<file path="src/rtl/sha1_msg_padder.sv">
// Byte-serial SHA-1 message padder. Packs bytes into 512-bit blocks and appends
// the 0x80 marker, zero fill and the 64-bit big-endian message bit length.
module sha1_msg_padder #(
  parameter int CNT_W = 32
) (
  input  logic         CLK,
  input  logic         nRST,
  input  logic         IN_VALID,
  output logic         IN_READY,
  input  logic [7:0]   IN_DATA,
  input  logic         IN_LAST,
  input  logic         IN_NULL,
  output logic         BLK_VALID,
  input  logic         BLK_READY,
  output logic [511:0] BLK_DATA,
  output logic         BLK_FIRST,
  output logic         BLK_LAST
);

  typedef enum logic [1:0] {FILL, PAD, EMIT, XTRA} state_t;

  state_t           state, state_nxt;
  logic [63:0][7:0] blk_buf;
  logic [5:0]       idx;
  logic [CNT_W-1:0] cnt;
  logic             first, p80, plen, last_q;
  logic             wrapped;
  logic [63:0]      bitlen;
  logic [63:0]      len_now;
  logic             in_xfer, is_null;

  assign in_xfer = IN_VALID && (state == FILL);
  assign is_null = IN_LAST && IN_NULL;
  assign len_now = 64'(cnt) << 3;

  always_ff @(posedge CLK or negedge nRST) begin
    if (!nRST) state <= FILL;
    else       state <= state_nxt;
  end

  // NOTE: next-state is defaulted before the case so no path through this block infers a latch.
  always_comb begin
    state_nxt = state;
    unique case (state)
      FILL: begin
        if (in_xfer) begin
          if (IN_LAST)           state_nxt = PAD;
          else if (idx == 6'd63) state_nxt = EMIT;
        end
      end
      PAD:  state_nxt = EMIT;
      EMIT: if (BLK_READY) state_nxt = plen ? XTRA : FILL;
      XTRA: state_nxt = EMIT;
      default: state_nxt = FILL;
    endcase
  end

  // NOTE: all sequential state below uses non-blocking assignments so every register samples pre-edge values.
  // NOTE: the block buffer is reset along with the control, since BLK_DATA must read zero out of reset.
  always_ff @(posedge CLK or negedge nRST) begin
    if (!nRST) begin
      blk_buf <= '0;
      idx     <= '0;
      cnt     <= '0;
      first   <= 1'b1;
      p80     <= 1'b0;
      plen    <= 1'b0;
      last_q  <= 1'b0;
      wrapped <= 1'b0;
      bitlen  <= '0;
    end else begin
      unique case (state)
        FILL: begin
          if (in_xfer) begin
            last_q  <= 1'b0;
            wrapped <= 1'b0;
            if (!is_null) begin
              blk_buf[idx] <= IN_DATA;
              idx          <= idx + 6'd1;
              cnt          <= cnt + CNT_W'(1);
              wrapped      <= (idx == 6'd63);
            end
          end
        end
        PAD: begin
          bitlen <= len_now;
          // A final byte that landed in position 63 leaves no room: marker and length both go to XTRA.
          if ((idx == 6'd0) && wrapped) begin
            p80    <= 1'b1;
            plen   <= 1'b1;
            last_q <= 1'b0;
          end else begin
            for (int i = 0; i < 64; i++) begin
              if (i == int'(idx))
                blk_buf[i[5:0]] <= 8'h80;
              else if (i > int'(idx))
                blk_buf[i[5:0]] <= ((i >= 56) && (idx <= 6'd55)) ? len_now[8*(63-i) +: 8] : 8'h00;
            end
            plen   <= (idx >= 6'd56);
            last_q <= (idx <= 6'd55);
          end
        end
        EMIT: begin
          if (BLK_READY) begin
            first <= 1'b0;
            if (last_q) begin
              cnt   <= '0;
              idx   <= '0;
              first <= 1'b1;
            end
          end
        end
        XTRA: begin
          blk_buf[0] <= p80 ? 8'h80 : 8'h00;
          for (int i = 1; i < 64; i++)
            blk_buf[i[5:0]] <= (i >= 56) ? bitlen[8*(63-i) +: 8] : 8'h00;
          p80    <= 1'b0;
          plen   <= 1'b0;
          last_q <= 1'b1;
        end
        default: ;
      endcase
    end
  end

  assign IN_READY  = (state == FILL);
  assign BLK_VALID = (state == EMIT);
  assign BLK_DATA  = blk_buf;
  assign BLK_FIRST = (state == EMIT) && first;
  assign BLK_LAST  = (state == EMIT) && last_q;

endmodule

</file>
<file path="config.mk">
export PLATFORM = sky130hd
export DESIGN_NAME = sha1_msg_padder
export DESIGN_NICKNAME = d
export VERILOG_FILES = /design/src/rtl/sha1_msg_padder.sv
export SDC_FILE = /design/constraint.sdc
export NUM_CORES = 1
export LEC_CHECK = 0
export BUFFER_PORTS_ARGS = -buffer_cell sky130_fd_sc_hd__buf_2
export CAP_MARGIN = 30
export CORE_MARGIN = 2
export CORE_UTILIZATION = 55
export CTS_CLUSTER_SIZE = 20
export DETAILED_ROUTE_END_ITERATION = 10
export MAX_ROUTING_LAYER = met4
export PLACE_DENSITY = 0.92
export SLEW_MARGIN = 5
export SYNTH_ARGS = -nofsm -noshare
export SYNTH_HDL_FRONTEND = slang
export SYNTH_SLANG_ARGS = --single-unit
</file>
<file path="constraint.sdc">
create_clock -name CLK -period 3.6 [get_ports CLK]
set_input_delay 0.36 -clock CLK [delete_from_list [all_inputs] [get_ports CLK]]
set_output_delay 0.36 -clock CLK [all_outputs]
set_load 0.005 [all_outputs]
</file>
==> impl_metrics.env <==
export IMPL_worstHoldStart="IN_DATA[4]"
export IMPL_ys_ff_latch=589
export IMPL_wl_per_cell_um=30.8
export IMPL_drive_gt1_share_pct=29.3
export IMPL_ys_seq_area_share_pct=56.8
export IMPL_worstMarginPinSlew_ns=1.04
export IMPL_rsz0062_at_grt="false"
export IMPL_hold_class="in2reg"
export IMPL_cp_max_fo=27
export IMPL_num_vias=24500
export IMPL_seq_area_mm2=0.0147
export IMPL_ys_warn_count=0
export IMPL_place_ws_ns=0.461
export IMPL_ir_drop_uv=529
export IMPL_via_per_inst=6.95
export IMPL_drv_slew=0
export IMPL_crit_chain="buf_4 > ha_1 > nor2b_1 > o21ai_0 > a21oi_1 > a211o_1 > mux2_1"
export IMPL_critPathLaunchType="flip-flop"
export IMPL_ant_nets=0
export IMPL_crit_buf_inv=1
export IMPL_first_iter_violations=3327
export IMPL_synthFlopType="dfrtp_1"
export IMPL_cts_resized=0
export IMPL_grt_pass1_wl_mm=159
export IMPL_setup_worst_path_end_class="flip-flop"
export IMPL_r2r_slack_ns=0.34
export IMPL_power_density_mw_per_mm2=715
export IMPL_cts_tree="yes"
export IMPL_cpLargestDelayFamily="compound AO/OA/AOI/OAI gates"
export IMPL_fp_row_count=79
export IMPL_grt_ovfl_total=0
export IMPL_arrival_ns=3.79
export IMPL_drc_errors=0
export IMPL_pin_count=530
export IMPL_fin_crit_sh_pct=90.5
export IMPL_grt_antenna_before_repair=3
export IMPL_critical_path_class="reg2reg"
export IMPL_setup_viol=0
export IMPL_relSlewSlack_pct=30.7
export IMPL_status="completed"
export IMPL_layout_commonest_cell="dfrtp_1"
export IMPL_clockRootBuffer="clkbuf_16"
export IMPL_r2r_start="idx[0]"
export IMPL_gp_congestion=1.01
export IMPL_tns_ns=0
export IMPL_final_cell_mix="dfrtp_1, buf_2, nand2_1"
export IMPL_async_flop_share_pct=100
export IMPL_timing_fmax_mhz=307
export IMPL_numPortBuffers=529
export IMPL_nFillCells=3311
export IMPL_die_x_um=221
export IMPL_period_needed_ns=3.26
export IMPL_p_leak_nw=15.7
export IMPL_fin_skew_ns=0.0274
export IMPL_clock_sinks=589
export IMPL_clk_pin_slew_ns=0.08
export IMPL_die_h_um=221
export IMPL_slowest_delay_ns=0.65
export IMPL_grt_max_degree=174
export IMPL_place_hpwl_mm=75.6
export IMPL_grt_pass1_vias=24000
export IMPL_coreArea_mm2=0.0466
export IMPL_crit_slowest_cell="ha_1"
export IMPL_die_area_mm2=0.0489
export IMPL_synthCells=2338
export IMPL_grt_usage_pct=44.6
export IMPL_numCtsBuffers=57
export IMPL_cts_buffer_depth=3
export IMPL_multi_input_area_mm2=0.0102
export IMPL_hold_path_endpoint="BLK_DATA[60]"
export IMPL_syn_area_per_cell_um2=11.1
export IMPL_synth_edf_count=0
export IMPL_initial_core_util_pct=55.7
export IMPL_postLayoutSetupSlackWorst_ns=0.343
export IMPL_htree_num_levels=2
export IMPL_whs_path_depth=2
export IMPL_startpoint="idx[0]"
export IMPL_finalHoldViolCount=0
export IMPL_firstDrtPassIters=8
export IMPL_worst_r2r_cell_count=7
export IMPL_syn_num_nets=2358
export IMPL_wl_mm=109
export IMPL_fin_nets=2890
export IMPL_max_cap_viol_count=0
export IMPL_syn_cell_area_mm2=0.0259
export IMPL_required_ns=4.13
export IMPL_synth_cell_types=104
export IMPL_clkLatencyLatePin_ns=0.64
export IMPL_area_growth_pct=21.6
-- area by class of cell --
| type | instances | share of cell area, % |
|---|---|---|
| Sequential cell | 589 | 46.7 |
| Multi-Input combinational cell | 1524 | 32.3 |
| Timing Repair Buffer | 653 | 11.6 |
| Clock buffer | 79 | 5.30 |
| Tap cell | 607 | 2.41 |
| Clock inverter | 29 | 1.14 |
| Inverter | 45 | 0.536 |
| Antenna cell | 4 | 0.0317 |
-- per-stage QoR --
stage,total power [mW],utilization (%),cell area [µm²],hold WS [ns],std cells
6_report,22.5,67.7,31500,0.0527,3530
5_1_grt,23.1,67.7,31500,0.0315,3530
4_1_cts,22.2,67.7,31500,0.0313,3525
3_5_place_dp,15.7,63.3,29500,0.341,3415
3_3_place_gp,15.5,63.3,29500,0.335,3413
2_1_floorplan,12.2,-,25900,0.0644,2338
-- cells by family (layout without fill, tap and decap cells) --
family	after synthesis	after routing	synth area share (%)
AO/OA/AOI/OAI	777	777	23.3
other	0	4	0
buffers and inverters	225	806	4.08
flip-flops	589	589	56.8
XOR/XNOR	21	21	0.709
AND/OR/NAND/NOR	676	676	12.9
adder cells (fa/ha/maj)	6	6	0.289
multiplexers	44	44	1.87
-- layer usage --
| layer | GRT usage [%] | vias to the layer above | part of all wire [%] |
|---|---|---|---|
| met3 | 12.0 | 477 | 12 |
| li1 | - | 9766 | - |
| met4 | 25.4 | 0 | 6.7 |
| met5 | - | - | 0 |
| met1 | 56.3 | 12300 | 37 |
| met2 | 65.4 | 1958 | 45 |
-- cell usage after synthesis (all sizes together), types with 23 or more instances --
master     n  area share [%]
dfrtp    588              57
nand2    264             3.9
a22o     199             6.7
nor2     150             2.3
o21ai    144             2.8
o2bb2ai  128             4.3
buf       98             2.2
clkbuf    82             1.2
a21oi     69             1.4
nand3     69             1.4
nor3      55             1.3
inv       45            0.65
mux2      33             1.4
o22ai     29            0.70
a32o      27             1.0
nand4     23            0.58
-- power breakdown --
group	switching, mW	internal (mW)
clock	2.80	3.77
combinational	5.24	2.39
sequential	0.797	7.56
-- what timing repair did --
item | CTS | global route
buffers inserted | 0 | 0
endpoints found under the hold margin | 45 | 0
hold buffers | 2 | 0
-- worst max-delay path by stage --
stage | slack [ns] | cells after the start | end
final | 0.34 | 7 | flip-flop
after CTS | 0.45 | 5 | BLK_LAST
after global placement | 0.52 | 7 | flip-flop
after floorplan | 0.93 | 9 | flip-flop
after detailed placement | 0.46 | 7 | flip-flop
after global routing | 0.18 | 7 | BLK_DATA[246]
(Power assumes the default switching activity.)
